===== config.mk =====
export PLATFORM = sky130hd
export DESIGN_NAME = mdio_arb
export DESIGN_NICKNAME = d
export VERILOG_FILES = /design/src/rtl/mdio_pkg.sv /design/src/rtl/mdio_rr_pick.sv /design/src/rtl/mdio_arb.sv
export SDC_FILE = /design/constraint.sdc
export NUM_CORES = 1
export LEC_CHECK = 0
export BUFFER_PORTS_ARGS = -buffer_cell sky130_fd_sc_hd__buf_2
export CAP_MARGIN = 20
export CELL_PAD_IN_SITES_DETAIL_PLACEMENT = 1
export CELL_PAD_IN_SITES_GLOBAL_PLACEMENT = 2
export CORE_UTILIZATION = 39
export CTS_BUF_LIST = sky130_fd_sc_hd__clkbuf_8
export CTS_CLUSTER_DIAMETER = 200
export DETAILED_ROUTE_END_ITERATION = 10
export GPL_ROUTABILITY_DRIVEN = 0
export HOLD_SLACK_MARGIN = 0.12
export PLACE_DENSITY_LB_ADDON = 0.1
export RECOVER_POWER = 50
export SETUP_SLACK_MARGIN = 0.3
export SLEW_MARGIN = 20
export SYNTH_ARGS = -nofsm -noshare
export SYNTH_HDL_FRONTEND = slang
export SYNTH_SLANG_ARGS = --single-unit

===== constraint.sdc =====
create_clock -name clk -period 4.35 [get_ports clk]
set_input_delay 1.305 -clock clk [delete_from_list [all_inputs] [get_ports clk]]
set_output_delay 1.305 -clock clk [all_outputs]
set_load 0.01 [all_outputs]

===== src/rtl/mdio_pkg.sv =====
// mdio_pkg: shared widths, FSM state encoding and constants for the
// MDIO requester arbiter (mdio_arb) and its round-robin picker.
package mdio_pkg;

  localparam int ADDR_W = 5;
  localparam int DATA_W = 16;

  // Read value reported when the driver never answers.
  localparam logic [DATA_W-1:0] TIMEOUT_RD_DATA = 16'hFFFF;

  typedef enum logic [1:0] {
    ST_IDLE  = 2'd0,
    ST_ISSUE = 2'd1,
    ST_WAIT  = 2'd2,
    ST_DONE  = 2'd3
  } state_t;

endpackage


===== src/rtl/mdio_rr_pick.sv =====
// mdio_rr_pick: combinational round-robin selector.
//   pending    : one bit per requester with a queued operation
//   last_grant : index of the requester served most recently
//   winner     : first pending index found searching upward from
//                last_grant+1, wrapping modulo NUM_REQ
//   valid      : at least one requester is pending
module mdio_rr_pick #(
  parameter int NUM_REQ = 2
) (
  input  logic [NUM_REQ-1:0] pending,
  input  logic [1:0]         last_grant,
  output logic [1:0]         winner,
  output logic               valid
);

  always_comb begin
    winner = 2'd0;
    valid  = 1'b0;
    // off = 1 is the highest priority, off = NUM_REQ is last_grant itself
    for (int off = 1; off <= NUM_REQ; off++) begin
      for (int j = 0; j < NUM_REQ; j++) begin
        if (!valid && pending[j] && (((int'(last_grant) + off) % NUM_REQ) == j)) begin
          winner = 2'(j);
          valid  = 1'b1;
        end
      end
    end
  end

endmodule


===== src/rtl/mdio_arb.sv =====
// mdio_arb: shares one MDIO driver between NUM_REQ requesters.
//   req_*      : per-requester request pulses, direction, address, write data
//   req_done   : per-requester completion pulse, with shared req_rd_data and
//                req_rd_ack valid alongside it
//   op_*       : command to / completion from the MDIO driver
//   busy       : FSM not idle
//   grant_id   : requester currently or last granted
//   req_overflow, timeout_err : one-cycle error pulses
//
// state    | meaning
// ---------+-------------------------------------------------
// ST_IDLE  | no operation in flight, picking next pending slot
// ST_ISSUE | op_exec high for one cycle towards the driver
// ST_WAIT  | waiting for op_done, timeout timer running
// ST_DONE  | req_done pulse to the winner, slot released
module mdio_arb
  import mdio_pkg::*;
#(
  parameter int          NUM_REQ     = 2,
  parameter logic [15:0] TIMEOUT_CYC = 16'd1000
) (
  input  logic                       clk,
  input  logic                       rst_n,
  input  logic [NUM_REQ-1:0]         req_exec,
  input  logic [NUM_REQ-1:0]         req_rh_wl,
  input  logic [ADDR_W*NUM_REQ-1:0]  req_addr,
  input  logic [DATA_W*NUM_REQ-1:0]  req_wr_data,
  output logic [NUM_REQ-1:0]         req_done,
  output logic [DATA_W-1:0]          req_rd_data,
  output logic                       req_rd_ack,
  output logic                       op_exec,
  output logic                       op_rh_wl,
  output logic [ADDR_W-1:0]          op_addr,
  output logic [DATA_W-1:0]          op_wr_data,
  input  logic                       op_done,
  input  logic [DATA_W-1:0]          op_rd_data,
  input  logic                       op_rd_ack,
  output logic                       busy,
  output logic [1:0]                 grant_id,
  output logic [NUM_REQ-1:0]         req_overflow,
  output logic                       timeout_err
);

  state_t               state;
  logic [1:0]           last_grant;
  logic [15:0]          tmr;

  logic [NUM_REQ-1:0]   pending;
  logic [NUM_REQ-1:0]   slot_clr;
  logic [NUM_REQ-1:0]   slot_set;
  logic [NUM_REQ-1:0]   grant_onehot;
  logic                 slot_rh_wl   [NUM_REQ];
  logic [ADDR_W-1:0]    slot_addr    [NUM_REQ];
  logic [DATA_W-1:0]    slot_wr_data [NUM_REQ];

  logic [1:0]           pick_winner;
  logic                 pick_valid;
  logic                 sel_rh_wl;
  logic [ADDR_W-1:0]    sel_addr;
  logic [DATA_W-1:0]    sel_wr_data;

  mdio_rr_pick #(.NUM_REQ(NUM_REQ)) u_pick (
    .pending    (pending),
    .last_grant (last_grant),
    .winner     (pick_winner),
    .valid      (pick_valid)
  );

  always_comb begin
    sel_rh_wl    = 1'b0;
    sel_addr     = '0;
    sel_wr_data  = '0;
    slot_clr     = '0;
    grant_onehot = '0;
    for (int j = 0; j < NUM_REQ; j++) begin
      if (pick_winner == 2'(j)) begin
        sel_rh_wl   = slot_rh_wl[j];
        sel_addr    = slot_addr[j];
        sel_wr_data = slot_wr_data[j];
      end
      if (grant_id == 2'(j)) begin
        grant_onehot[j] = 1'b1;
      end
    end
    if (state == ST_DONE) begin
      slot_clr = grant_onehot;
    end
  end

  // A pulse landing on the slot being released in DONE is accepted.
  assign slot_set = req_exec & (~pending | slot_clr);
  assign busy     = (state != ST_IDLE);

  always_ff @(posedge clk or negedge rst_n) begin
    if (!rst_n) begin
      pending      <= '0;
      req_overflow <= '0;
      for (int i = 0; i < NUM_REQ; i++) begin
        slot_rh_wl[i]   <= 1'b0;
        slot_addr[i]    <= '0;
        slot_wr_data[i] <= '0;
      end
    end else begin
      req_overflow <= req_exec & pending & ~slot_clr;
      for (int i = 0; i < NUM_REQ; i++) begin
        if (slot_set[i]) begin
          pending[i]      <= 1'b1;
          slot_rh_wl[i]   <= req_rh_wl[i];
          slot_addr[i]    <= req_addr[ADDR_W*i +: ADDR_W];
          slot_wr_data[i] <= req_wr_data[DATA_W*i +: DATA_W];
        end else if (slot_clr[i]) begin
          pending[i] <= 1'b0;
        end
      end
    end
  end

  always_ff @(posedge clk or negedge rst_n) begin
    if (!rst_n) begin
      state       <= ST_IDLE;
      last_grant  <= 2'(NUM_REQ - 1);
      grant_id    <= 2'd0;
      tmr         <= 16'd0;
      op_exec     <= 1'b0;
      op_rh_wl    <= 1'b0;
      op_addr     <= '0;
      op_wr_data  <= '0;
      req_done    <= '0;
      req_rd_data <= '0;
      req_rd_ack  <= 1'b0;
      timeout_err <= 1'b0;
    end else begin
      case (state)
        ST_IDLE: begin
          if (pick_valid) begin
            grant_id   <= pick_winner;
            op_rh_wl   <= sel_rh_wl;
            op_addr    <= sel_addr;
            op_wr_data <= sel_wr_data;
            op_exec    <= 1'b1;
            state      <= ST_ISSUE;
          end
        end
        ST_ISSUE: begin
          op_exec <= 1'b0;
          tmr     <= TIMEOUT_CYC;
          state   <= ST_WAIT;
        end
        ST_WAIT: begin
          if (op_done) begin
            req_rd_data <= op_rd_data;
            req_rd_ack  <= op_rd_ack;
            req_done    <= grant_onehot;
            state       <= ST_DONE;
          end else if (tmr <= 16'd1) begin
            // timer was loaded with TIMEOUT_CYC, so this is the last WAIT cycle
            req_rd_data <= TIMEOUT_RD_DATA;
            req_rd_ack  <= 1'b1;
            timeout_err <= 1'b1;
            req_done    <= grant_onehot;
            state       <= ST_DONE;
          end else begin
            tmr <= tmr - 16'd1;
          end
        end
        ST_DONE: begin
          req_done    <= '0;
          timeout_err <= 1'b0;
          last_grant  <= grant_id;
          tmr         <= 16'd0;
          state       <= ST_IDLE;
        end
        default: state <= ST_IDLE;
      endcase
    end
  end

endmodule


==> impl_metrics.sql, run 1 <==
INSERT INTO impl_metrics (metric_group, metric, value, unit) VALUES
('yosys', 'yosysMostFrequentCell', 'sky130_fd_sc_hd__dfrtp_1', ''),
('cells_and_area', 'areaGrowthSynthToFinish', '19.82', '%'),
('placed_design', 'detailedPlacementHpwl', '7984', 'µm'),
('pwr', 'powerDensity', '758.8', 'mW/mm²'),
('min_path', 'min_from', 'op_wr_data[9]', ''),
('timing', 'finalHoldViolations', '0', ''),
('route', 'drc', '0', ''),
('cts', 'clk_pin_slew_worst_paths', '0.10', 'ns'),
('route', 'drt-vias-per-instance', '5.106', ''),
('cts', 'cts_tree', 'built', ''),
('floorplanning', 'die-height', '114.2', 'µm'),
('min_path', 'whs_path_depth', '2', ''),
('floorplanning', 'die_w', '114.2', 'µm'),
('yosys', 'yosys.cell_types.count', '64', ''),
('yosys', 'dominantRegCellSynth', 'sky130_fd_sc_hd__dfrtp_1', ''),
('floorplanning', 'design.portCount', '114', ''),
('timing', 'final_max_slew_viols', '72', ''),
('run', 'maxCapViolCount', '2', ''),
('route', 'residual_antenna_violating_net_count_after_detailed_routing', '0', ''),
('min_path', 'hold_end', 'op_wr_data[9]', ''),
('yosys', 'ys_seq_area_frac', '0.5664', ''),
('route', 'num_vias', '3482', ''),
('critical_path', 'critical_path_arrival', '3.34', 'ns'),
('cts', 'postCtsSetupRepairBufs', '0', ''),
('cts', 'worstSkewPairLatency', '0.38', 'ns'),
('critical_path', 'critical_path_peak_fanout', '13', ''),
('cts', 'htree_num_levels', '3', ''),
('cells_and_area', 'drive_gt1_frac', '0.3774', ''),
('yosys', 'synthesis.area_per_instance', '12.23', 'µm²'),
('timing', 'setup_violations', '0', ''),
('cts', 'cts_resized', '0', ''),
('floorplanning', 'placementRows', '40', ''),
('cts', 'clockBufferDepth', '2', ''),
('critical_path', 'ff2ff_setup_slack', '1.26', 'ns'),
('route', 'detail_route.wl_per_cell', '16.90', 'µm'),
('min_path', 'hold_path.class', 'flip-flop to flip-flop', ''),
('critical_path', 'timing.critical_path.required', '4.60', 'ns'),
('global_route', 'global_route_wire_length_before_repair', '19130', 'µm'),
('timing', 'final.setup.tns', '0', 'ns'),
('outcome', 'failed_checks', 'max-capacitance violations, max-slew violations', ''),
('cells_and_area', 'insertedDiodeCount', '0', ''),
('yosys', 'synth_seq_cells', '111', ''),
('critical_path', 'cp-start-kind', 'flip-flop', ''),
('timing', 'grt_setup_unrepaired', 'false', ''),
('cells_and_area', 'filler_cell_count', '1356', ''),
('pwr', 'peakVddDrop', '0.3015', 'mV'),
('yosys', 'yosysTopAreaCellShare', '0.5611', ''),
('global_route', 'grt_usage', '0.1921', ''),
('yosys', 'synthesis.area', '0.004906', 'mm²'),
('yosys', 'synth_commonest_cells', '110 x sky130_fd_sc_hd__dfrtp_1, 44 x sky130_fd_sc_hd__mux2_2, 39 x sky130_fd_sc_hd__nand2_1', ''),
('cts', 'clock_sinks', '111', ''),
('cells_and_area', 'final_net_count', '581', ''),
('global_route', 'globalRouteOverflowTotal', '0', ''),
('floorplanning', 'core-area', '0.01211', 'mm²'),
('global_route', 'grt_pass1_vias', '3686', ''),
('floorplanning', 'die_outline_area', '0.01303', 'mm²'),
('yosys', 'synthCells', '401', ''),
('route', 'detailedRoute.firstIterationViolations', '104', ''),
('floorplanning', 'floorplan.initialDensity', '0.4051', ''),
('placed_design', 'port_buffers', '112', ''),
('pwr', 'p_leak', '2.684', 'nW'),
('critical_path', 'reg2reg_depth', '4', ''),
('critical_path', 'path_class', 'flip-flop to flip-flop', ''),
('timing', 'timing.clock.skew', '0.007515', 'ns'),
('critical_path', 'endpoint_of_the_worst_register_to_register_path', 'op_rh_wl', ''),
('timing', 'fmaxAchievable', '323.6', 'MHz'),
('timing', 'max-slew-margin-rel', '-0.7176', ''),
('critical_path', 'critical_path.startpoint', 'pending[1]', ''),
('cts', 'cts_inserted_buffers', '9', ''),
('outcome', 'outcome', 'complete, but fails checks', ''),
('cells_and_area', 'layout.area.seq', '0.002779', 'mm²');
-- logic make-up after synthesis --
kind of cell	synth area share
xor gates and xnor gates	0.01071
muxes	0.1482
other	0.0007644
and+or+nand+nor	0.09386
buffers and inverters	0.03188
adders and majority gates	0.01530
AOI/OAI and AO/OA	0.1329
DFF	0.5664
-- worst max path at each step --
stage,end
floorplan,tmr[10]
global placement,tmr[15]
finish,op_rh_wl
global route,op_addr[4]
CTS,busy
detailed placement,tmr[15]
-- where the power goes --
| part | internal [mW] | total [mW] | switching, mW |
|---|---|---|---|
| sequential | 1.52 | 1.84 | 0.325 |
| combinational | 0.940 | 1.97 | 1.03 |
| clock | 0.297 | 0.647 | 0.350 |
-- sequential cells by signal, indices dropped and copies added (netlist names) --
| signal | count |
|---|---|
| grant_id | 1 |
| last_grant | 1 |
| op_addr | 5 |
| op_exec | 1 |
| op_rh_wl | 1 |
| op_wr_data | 16 |
| pending | 2 |
| req_done | 2 |
| req_overflow | 2 |
| req_rd_ack | 1 |
| req_rd_data | 16 |
| slot_addr | 10 |
| slot_rh_wl | 2 |
| slot_wr_data | 32 |
| state | 2 |
| timeout_err | 1 |
| tmr | 16 |
-- critical path: stages, from the launching register on --
cell	delay (ns)
sky130_fd_sc_hd__dfrtp_1	0.49
sky130_fd_sc_hd__a21boi_0	1.95
sky130_fd_sc_hd__buf_16	0.22
sky130_fd_sc_hd__mux2i_1	0.21
sky130_fd_sc_hd__o21ai_0	0.09
-- cell type report --
type / count / share of cell area
clock inverter: 5 / 0.009366
timing repair buffer: 119 / 0.1109
sequential: 111 / 0.4728
inverter: 13 / 0.008301
multi-input combinational: 255 / 0.3372
clock buffer: 11 / 0.02576
tap: 168 / 0.03576
-- stage by stage --
stage                     cells  power (mW)  hold WS [ns]  area (µm²)  setup WS [ns]
after floorplan             401       3.148        0.4485        4906          1.678
after global placement      664       3.712        0.4576        5644          1.509
after detailed placement    664       3.809        0.4737        5644          1.433
after CTS                   680       4.475        0.4970        5851          1.561
after global routing        682       4.826        0.5203        5878          1.009
final                       682       4.460        0.4881        5878          1.260
-- metal layers --
| layer | up-vias | GRT usage | routed length, µm |
|---|---|---|---|
| met5 | - | 0 | 0 |
| met4 | 0 | 0.08312 | 216 |
| met3 | 16 | 0.04182 | 473 |
| met2 | 63 | 0.3269 | 5907 |
| met1 | 1747 | 0.2354 | 4928 |
| li1 | 1656 | - | - |
-- cells in the final DEF, fill, tap and decap left out, drive strengths merged, types with 2 or more instances in the layout --
cell type  instances
a2111oi            2
a211oi             3
a21oi              5
a311oi             2
a31oi              5
and3               3
buf              117
clkbuf            13
clkinv             2
dfrtp            110
ha                 6
inv               14
mux2              45
mux2i             22
nand2             40
nand3              5
nand4              3
nor2              14
nor3               5
nor4               5
nor4b              2
o211ai             2
o21ai             38
o22a              18
o311ai             4
or4                2
xnor2              4
xor2               2
No activity file was read; power rests on OpenSTA's default activity.
==> inputs of run 2 (changes only) <==
--- a/config.mk
+++ b/config.mk
@@ -5,11 +5,12 @@
 export SDC_FILE = /design/constraint.sdc
 export NUM_CORES = 1
 export LEC_CHECK = 0
+export ABC_AREA = 1
 export BUFFER_PORTS_ARGS = -buffer_cell sky130_fd_sc_hd__buf_2
 export CAP_MARGIN = 20
 export CELL_PAD_IN_SITES_DETAIL_PLACEMENT = 1
 export CELL_PAD_IN_SITES_GLOBAL_PLACEMENT = 2
-export CORE_UTILIZATION = 39
+export CORE_UTILIZATION = 30
 export CTS_BUF_LIST = sky130_fd_sc_hd__clkbuf_8
 export CTS_CLUSTER_DIAMETER = 200
 export DETAILED_ROUTE_END_ITERATION = 10
==> constraint.sdc (replaced) <==
create_clock -name clk -period 2.5 [get_ports clk]
set_input_delay 0.75 -clock clk [delete_from_list [all_inputs] [get_ports clk]]
set_output_delay 0.75 -clock clk [all_outputs]
set_load 0.01 [all_outputs]
==> impl_metrics.sql, run 2 <==
INSERT INTO impl_metrics (metric_group, metric, value, unit) VALUES
('yosys', 'yosysTopAreaCellShare', '0.5313', ''),
('yosys', 'yosysMostFrequentCell', 'sky130_fd_sc_hd__nand2_1', ''),
('route', 'detailedRoute.firstIterationViolations', '158', ''),
('global_route', 'grt_busiest_layer', 'met2', ''),
('cells_and_area', 'drive_gt1_frac', '0.2586', ''),
('critical_path', 'critical_path_arrival', '1.34', 'ns'),
('global_route', 'globalRouteOverflowTotal', '0', ''),
('yosys', 'synth_seq_cells', '111', ''),
('timing', 'fmaxAchievable', '479.3', 'MHz'),
('timing', 'setup_violations', '0', ''),
('cells_and_area', 'fin_cells', '916', ''),
('route', 'drc', '0', ''),
('cts', 'worstSkewPairLatency', '0.39', 'ns'),
('timing', 'tightestPinTransition', '0.9147', 'ns'),
('critical_path', 'reg_to_reg_startpoint', 'state[1]', ''),
('floorplanning', 'placementRows', '47', ''),
('timing', 'grt_setup_unrepaired', 'false', ''),
('global_route', 'global_route.usage.met3', '0.03729', ''),
('yosys', 'post_synth_edffs', '0', ''),
('route', 'num_vias', '4150', ''),
('critical_path', 'endpoint_of_the_worst_register_to_register_path', 'slot_addr[9]', ''),
('cells_and_area', 'mostFrequentLayoutCell', 'sky130_fd_sc_hd__nand2_1', ''),
('global_route', 'grt_start_max_net_pins', '54', ''),
('critical_path', 'critical_path_peak_fanout', '3', ''),
('min_path', 'hold_path.class', 'primary input to asynchronous set/reset pin', ''),
('critical_path', 'ff2ff_setup_slack', '0.45', 'ns'),
('timing', 'final_max_slew_viols', '0', ''),
('floorplanning', 'core-area', '0.01670', 'mm²'),
('floorplanning', 'die_w', '133.4', 'µm'),
('run', 'maxCapViolCount', '0', ''),
('timing', 'finalHoldViolations', '0', ''),
('timing', 'final_min_period_over_clock_period', '0.8346', ''),
('yosys', 'synth_warnings', '0', ''),
('pwr', 'total_power', '7.968', 'mW'),
('cts', 'cts_inserted_buffers', '9', ''),
('yosys', 'ys_top_cells_by_area', 'sky130_fd_sc_hd__dfrtp_1 53%, sky130_fd_sc_hd__nand2_1 9.8%, sky130_fd_sc_hd__nor2_1 6.4%, sky130_fd_sc_hd__mux2_2 6.1%, sky130_fd_sc_hd__inv_1 4.2%', ''),
('global_route', 'grt_usage', '0.1653', ''),
('placed_design', 'placed_cells_incl_taps', '899', ''),
('cells_and_area', 'final_net_count', '763', ''),
('placed_design', 'port_buffers', '112', ''),
('cells_and_area', 'top_library_cells_by_usage_in_the_layout_fill_and_taps_aside', '135 x sky130_fd_sc_hd__nand2_1, 110 x sky130_fd_sc_hd__dfrtp_1, 99 x sky130_fd_sc_hd__buf_2', ''),
('yosys', 'syn_nets', '652', ''),
('yosys', 'synthesis.area_per_instance', '8.933', 'µm²'),
('outcome', 'outcome', 'finished clean', ''),
('floorplanning', 'die-height', '133.4', 'µm'),
('yosys', 'dominantRegCellSynth', 'sky130_fd_sc_hd__dfrtp_1', ''),
('cells_and_area', 'fin_util', '0.3705', ''),
('cells_and_area', 'insertedDiodeCount', '0', ''),
('timing', 'max-slew-margin-rel', '0.3902', ''),
('yosys', 'synthesis.area', '0.005181', 'mm²'),
('cts', 'clockBufferDepth', '2', ''),
('yosys', 'synth_top_area_cell', 'sky130_fd_sc_hd__dfrtp_1', ''),
('timing', 'final.setup.tns', '0', 'ns'),
('critical_path', 'reg2reg_depth', '7', ''),
('cells_and_area', 'max_flop_register', 'slot_wr_data', ''),
('yosys', 'ys_seq_area_frac', '0.5363', ''),
('cells_and_area', 'areaGrowthSynthToFinish', '19.42', '%'),
('floorplanning', 'floorplan.initialDensity', '0.3102', ''),
('yosys', 'synthArstFlopShare', '1.000', ''),
('critical_path', 'cp-start-kind', 'flip-flop', ''),
('cts', 'cts_tree', 'built', ''),
('placed_design', 'detailedPlacementHpwl', '9833', 'µm'),
('global_route', 'grt_pass1_vias', '4360', ''),
('route', 'drt_pre_antenna_iters', '4', ''),
('yosys', 'synthCells', '580', ''),
('timing', 'min_clock_period_post_route', '2.087', 'ns'),
('cts', 'cts-root-buf', 'sky130_fd_sc_hd__clkbuf_8', ''),
('floorplanning', 'die_outline_area', '0.01780', 'mm²'),
('critical_path', 'endpoint_kind', 'output pin', ''),
('global_route', 'global_routing_met1_resource_utilization', '0.2109', ''),
('route', 'residual_antenna_violating_net_count_after_detailed_routing', '0', ''),
('cts', 'clk_pin_slew_worst_paths', '0.11', 'ns'),
('critical_path', 'timing.critical_path.required', '1.75', 'ns'),
('route', 'detail_route.wl_per_cell', '15.03', 'µm'),
('pwr', 'p_leak', '3.099', 'nW'),
('critical_path', 'path_class', 'flip-flop to output pin', ''),
('yosys', 'yosys.cell_types.count', '29', ''),
('route', 'drt-vias-per-instance', '4.531', ''),
('pwr', 'peakVddDrop', '0.4790', 'mV'),
('global_route', 'antenna_found_initial', '0', ''),
('cts', 'htree_num_levels', '3', ''),
('global_route', 'global_route_wire_length_before_repair', '22790', 'µm'),
('yosys', 'synth_commonest_cells', '135 x sky130_fd_sc_hd__nand2_1, 110 x sky130_fd_sc_hd__dfrtp_1, 89 x sky130_fd_sc_hd__nor2_1', ''),
('cells_and_area', 'max_ffs_per_register', '32', ''),
('floorplanning', 'design.portCount', '114', ''),
('timing', 'timing.clock.skew', '0.01038', 'ns'),
('route', 'wirelength', '13770', 'µm'),
('cts', 'cts_hold_buffers', '0', ''),
('pwr', 'powerDensity', '1288', 'mW/mm²'),
('cts', 'clock_sinks', '111', ''),
('global_route', 'grt_use_met2', '0.2815', '');
==> run 2: cell count changes after synthesis, sizes merged, moves of 4 or more <==
cell / previous run / this run
nor3: 5 / 1
nand3: 5 / 40
o21ai: 38 / 8
o22a: 18 / 0
nand2: 40 / 140
nor2: 14 / 94
mux2: 45 / 28
nor4: 5 / 0
a21oi: 5 / 35
inv: 12 / 61
mux2i: 22 / 0
o311ai: 4 / 0
a31oi: 5 / 22
==> run 2: report_power, final <==
part | switching [mW] | leakage [nW] | total [mW] | internal, mW
clock network | 0.671 | 0.107 | 1.18 | 0.507
logic | 2.26 | 1.72 | 3.69 | 1.43
registers | 0.487 | 1.27 | 3.10 | 2.62
==> run 2: worst max-delay path, stage by stage, from the launching register on <==
cell	delay [ns]
sky130_fd_sc_hd__dfrtp_1	0.41
sky130_fd_sc_hd__inv_1	0.12
sky130_fd_sc_hd__ha_2	0.21
sky130_fd_sc_hd__inv_1	0.07
sky130_fd_sc_hd__buf_2	0.14
==> run 2: timing repair <==
item,in CTS,in global routing
resized for setup,0,2
endpoints found under the setup margin,0,13
buffers inserted,0,1
==> run 2: worst max path at each step <==
stage                   from               end  slack [ns]
global route        state[1]  slot_wr_data[29]        0.27
CTS                 state[1]              busy        0.36
finish              state[0]              busy        0.41
global placement    state[0]            tmr[4]        0.56
detailed placement  state[0]            tmr[6]        0.47
floorplan             tmr[0]        req_rd_ack        0.85
==> run 2: logic make-up after synthesis <==
| logic type | synth area share |
|---|---|
| AOI/OAI and AO/OA | 0.09490 |
| xor gates and xnor gates | 0.006763 |
| adders and majority gates | 0.01449 |
| buffers and inverters | 0.07099 |
| DFF | 0.5363 |
| muxes | 0.06085 |
| other | 0.0007238 |
| and+or+nand+nor | 0.2149 |
==> run 2: routing by layer <==
metal,part of all wire,vias to the layer above
met5,0,-
met4,0.0089,0
met3,0.049,9
met2,0.49,80
met1,0.45,2012
li1,-,2049
==> run 2: through the flow <==
stage	worst slack, ns	hold WS [ns]	instance area [µm²]
finish	0.4134	0.4728	6187
global route	0.2695	0.5102	6187
CTS	0.3609	0.3062	6216
detailed placement	0.4731	0.4703	6000
global placement	0.5600	0.4620	6000
floorplan	0.8504	0.4431	5181
==> run 2: area by class of cell <==
type                       instances  area, µm²
fill                            2026      10510
sequential                       111       2779
clock inverter                     6      78.83
clock buffer                      10      137.6
inverter                          62      232.7
timing repair buffer             125      645.6
tap                              220      275.3
multi-input combinational        382       2038
==> inputs of run 3 (changes only) <==
==> constraint.sdc (replaced) <==
create_clock -name clk -period 1.81 [get_ports clk]
set_input_delay 0.543 -clock clk [delete_from_list [all_inputs] [get_ports clk]]
set_output_delay 0.543 -clock clk [all_outputs]
set_load 0.01 [all_outputs]
==> impl_metrics.sql, run 3 (synthesis results as in run 2) <==
INSERT INTO impl_metrics (metric_group, metric, value, unit) VALUES
('cts', 'worstSkewPairLatency', '0.39', 'ns'),
('timing', 'final_min_period_over_clock_period', '0.9565', ''),
('critical_path', 'reg2reg_depth', '8', ''),
('global_route', 'globalRouteOverflowTotal', '0', ''),
('critical_path', 'critical_path_peak_fanout', '2', ''),
('placed_design', 'detailedPlacementHpwl', '10210', 'µm'),
('timing', 'tightestPinTransition', '0.7802', 'ns'),
('route', 'drt-vias-per-instance', '4.569', ''),
('global_route', 'grt_start_max_net_pins', '35', ''),
('pwr', 'p_int', '7.998', 'mW'),
('floorplanning', 'die-height', '133.4', 'µm'),
('cells_and_area', 'areaGrowthSynthToFinish', '42.86', '%'),
('timing', 'final.setup.tns', '0', 'ns'),
('critical_path', 'reg_to_reg_startpoint', 'state[0]', ''),
('global_route', 'grt_usage', '0.1792', ''),
('timing', 'finalHoldViolations', '0', ''),
('outcome', 'outcome', 'finished clean', ''),
('cts', 'cts_tree', 'built', ''),
('placed_design', 'place_area', '0.006142', 'mm²'),
('route', 'residual_antenna_violating_net_count_after_detailed_routing', '0', ''),
('critical_path', 'path_delay_family', 'flip-flops', ''),
('cells_and_area', 'max_ffs_per_register', '32', ''),
('timing', 'setup_violations', '0', ''),
('placed_design', 'placed_cells_incl_taps', '909', ''),
('cells_and_area', 'mostFrequentLayoutCell', 'sky130_fd_sc_hd__nand2_1', ''),
('cts', 'clk_pin_slew_worst_paths', '0.11', 'ns'),
('global_route', 'global_route_wire_length_before_repair', '24550', 'µm'),
('floorplanning', 'die_w', '133.4', 'µm'),
('pwr', 'clock_share_of_power', '0.124', ''),
('pwr', 'netSwitchingFraction', '0.4109', ''),
('critical_path', 'critical_path.startpoint', 'state[0]', ''),
('route', 'num_vias', '4487', ''),
('cts', 'clock_sinks', '111', ''),
('global_route', 'antenna_found_initial', '0', ''),
('critical_path', 'wp_buf_inv', '3', ''),
('floorplanning', 'floorplan.initialDensity', '0.3102', ''),
('timing', 'finalHoldWorstSlack', '0.3731', 'ns'),
('global_route', 'grt_pass1_vias', '4792', ''),
('timing', 'grt_setup_unrepaired', 'true', ''),
('pwr', 'p_comb_frac', '0.556', ''),
('pwr', 'peakVddDrop', '0.5497', 'mV'),
('timing', 'min_clock_period_post_route', '1.731', 'ns'),
('critical_path', 'endpoint_kind', 'output pin', ''),
('cts', 'cts_inserted_buffers', '9', ''),
('floorplanning', 'die_outline_area', '0.01780', 'mm²'),
('pwr', 'power.share.sequential', '0.320', ''),
('critical_path', 'cp_cell_sequence', 'inv_2 -> ha_4 -> inv_4 -> buf_6', ''),
('pwr', 'p_leak', '3.671', 'nW'),
('critical_path', 'critical_path_arrival', '1.19', 'ns'),
('route', 'detail_route.wl_per_cell', '16.10', 'µm'),
('run', 'maxCapViolCount', '0', ''),
('critical_path', 'path_class', 'flip-flop to output pin', ''),
('critical_path', 'worst-path-stages', '4', ''),
('cells_and_area', 'fin_cells', '982', ''),
('critical_path', 'critical-path-slowest-cell', 'sky130_fd_sc_hd__dfrtp_1', ''),
('critical_path', 'endpoint_of_the_worst_register_to_register_path', 'op_wr_data[11]', ''),
('timing', 'fmaxAchievable', '577.6', 'MHz'),
('critical_path', 'cp-start-kind', 'flip-flop', ''),
('cells_and_area', 'drive_gt1_frac', '0.4186', ''),
('pwr', 'switching_pwr', '5.578', 'mW'),
('critical_path', 'critical-path-max-stage-delay', '0.41', 'ns'),
('critical_path', 'setup.worst_path.end', 'busy', ''),
('timing', 'timing.clock.skew', '0.01619', 'ns'),
('cts', 'htree_num_levels', '3', ''),
('route', 'detailedRoute.firstIterationViolations', '113', ''),
('timing', 'final_max_slew_viols', '0', ''),
('min_path', 'hold_path.class', 'primary input to flip-flop', ''),
('floorplanning', 'design.portCount', '114', ''),
('placed_design', 'port_buffers', '112', ''),
('floorplanning', 'placementRows', '47', ''),
('cts', 'clockBufferDepth', '2', ''),
('route', 'drc', '0', ''),
('cells_and_area', 'insertedDiodeCount', '0', ''),
('floorplanning', 'core-area', '0.01670', 'mm²'),
('cts', 'cts-root-buf', 'sky130_fd_sc_hd__clkbuf_8', ''),
('pwr', 'powerDensity', '1834', 'mW/mm²'),
('timing', 'max-slew-margin-rel', '0.4798', ''),
('critical_path', 'timing.critical_path.required', '1.27', 'ns'),
('cells_and_area', 'final_net_count', '829', ''),
('cells_and_area', 'max_flop_register', 'slot_wr_data', ''),
('route', 'drt_pre_antenna_iters', '4', ''),
('cells_and_area', 'top_library_cells_by_usage_in_the_layout_fill_and_taps_aside', '110 x sky130_fd_sc_hd__nand2_1, 108 x sky130_fd_sc_hd__dfrtp_1, 104 x sky130_fd_sc_hd__buf_2', ''),
('route', 'wirelength', '15810', 'µm'),
('cells_and_area', 'finalInstanceArea', '0.007402', 'mm²'),
('critical_path', 'ff2ff_setup_slack', '0.10', 'ns');
run 3: stage by stage:
step	utilization	worst slack [ns]	power [mW]
3_3_place_gp	0.3678	0.08355	9.650
4_1_cts	0.4169	0.06766	12.81
6_report	0.4432	0.07865	13.58
3_5_place_dp	0.3678	0.04476	9.832
2_1_floorplan	-	0.2766	7.889
5_1_grt	0.4432	0.01615	14.65
run 3: repair_timing:
action | CTS | global route
setup endpoints to repair | 90 | 141
hold buffers | 1 | 0
pin swaps | 17 | 12
buffers inserted | 21 | 24
cloned | 7 | 4
endpoints found under the hold margin | 23 | 0
resized for setup | 77 | 46
run 3: area by class of cell:
type	instances	area (µm²)
fill	1977	9299
sequential	111	2781
multi-input combinational	383	2359
timing repair buffer	190	1525
tap	220	275.3
inverter	62	239.0
clock buffer	10	137.6
clock inverter	6	85.08
run 3: worst min path at each step:
stage | startpoint | to | cells past startpoint
floorplan | rst_n | grant_id[0] | 0
global placement | last_grant[0] | last_grant[0] | 2
detailed placement | last_grant[0] | last_grant[0] | 2
CTS | req_wr_data[31] | slot_wr_data[15] | 2
global route | req_wr_data[13] | slot_wr_data[29] | 2
finish | req_wr_data[5] | slot_wr_data[21] | 2
run 3: per-layer routing:
| metal | share of wire | wire length (µm) | track usage |
|---|---|---|---|
| met5 | 0 | 0 | 0 |
| met4 | 0.011 | 179 | 0.04672 |
| met3 | 0.039 | 609 | 0.04756 |
| met2 | 0.52 | 8199 | 0.3163 |
| met1 | 0.43 | 6819 | 0.2147 |
run 3: power groups by stage:
| stage | logic, mW | clock network, mW | registers (mW) |
|---|---|---|---|
| 6_report | 7.55 | 1.69 | 4.34 |
| 5_1_grt | 8.28 | 1.88 | 4.48 |
| 4_1_cts | 6.72 | 1.76 | 4.32 |
| 3_5_place_dp | 5.47 | 0 | 4.36 |
| 3_3_place_gp | 5.32 | 0 | 4.33 |
| 2_1_floorplan | 3.47 | 0 | 4.42 |
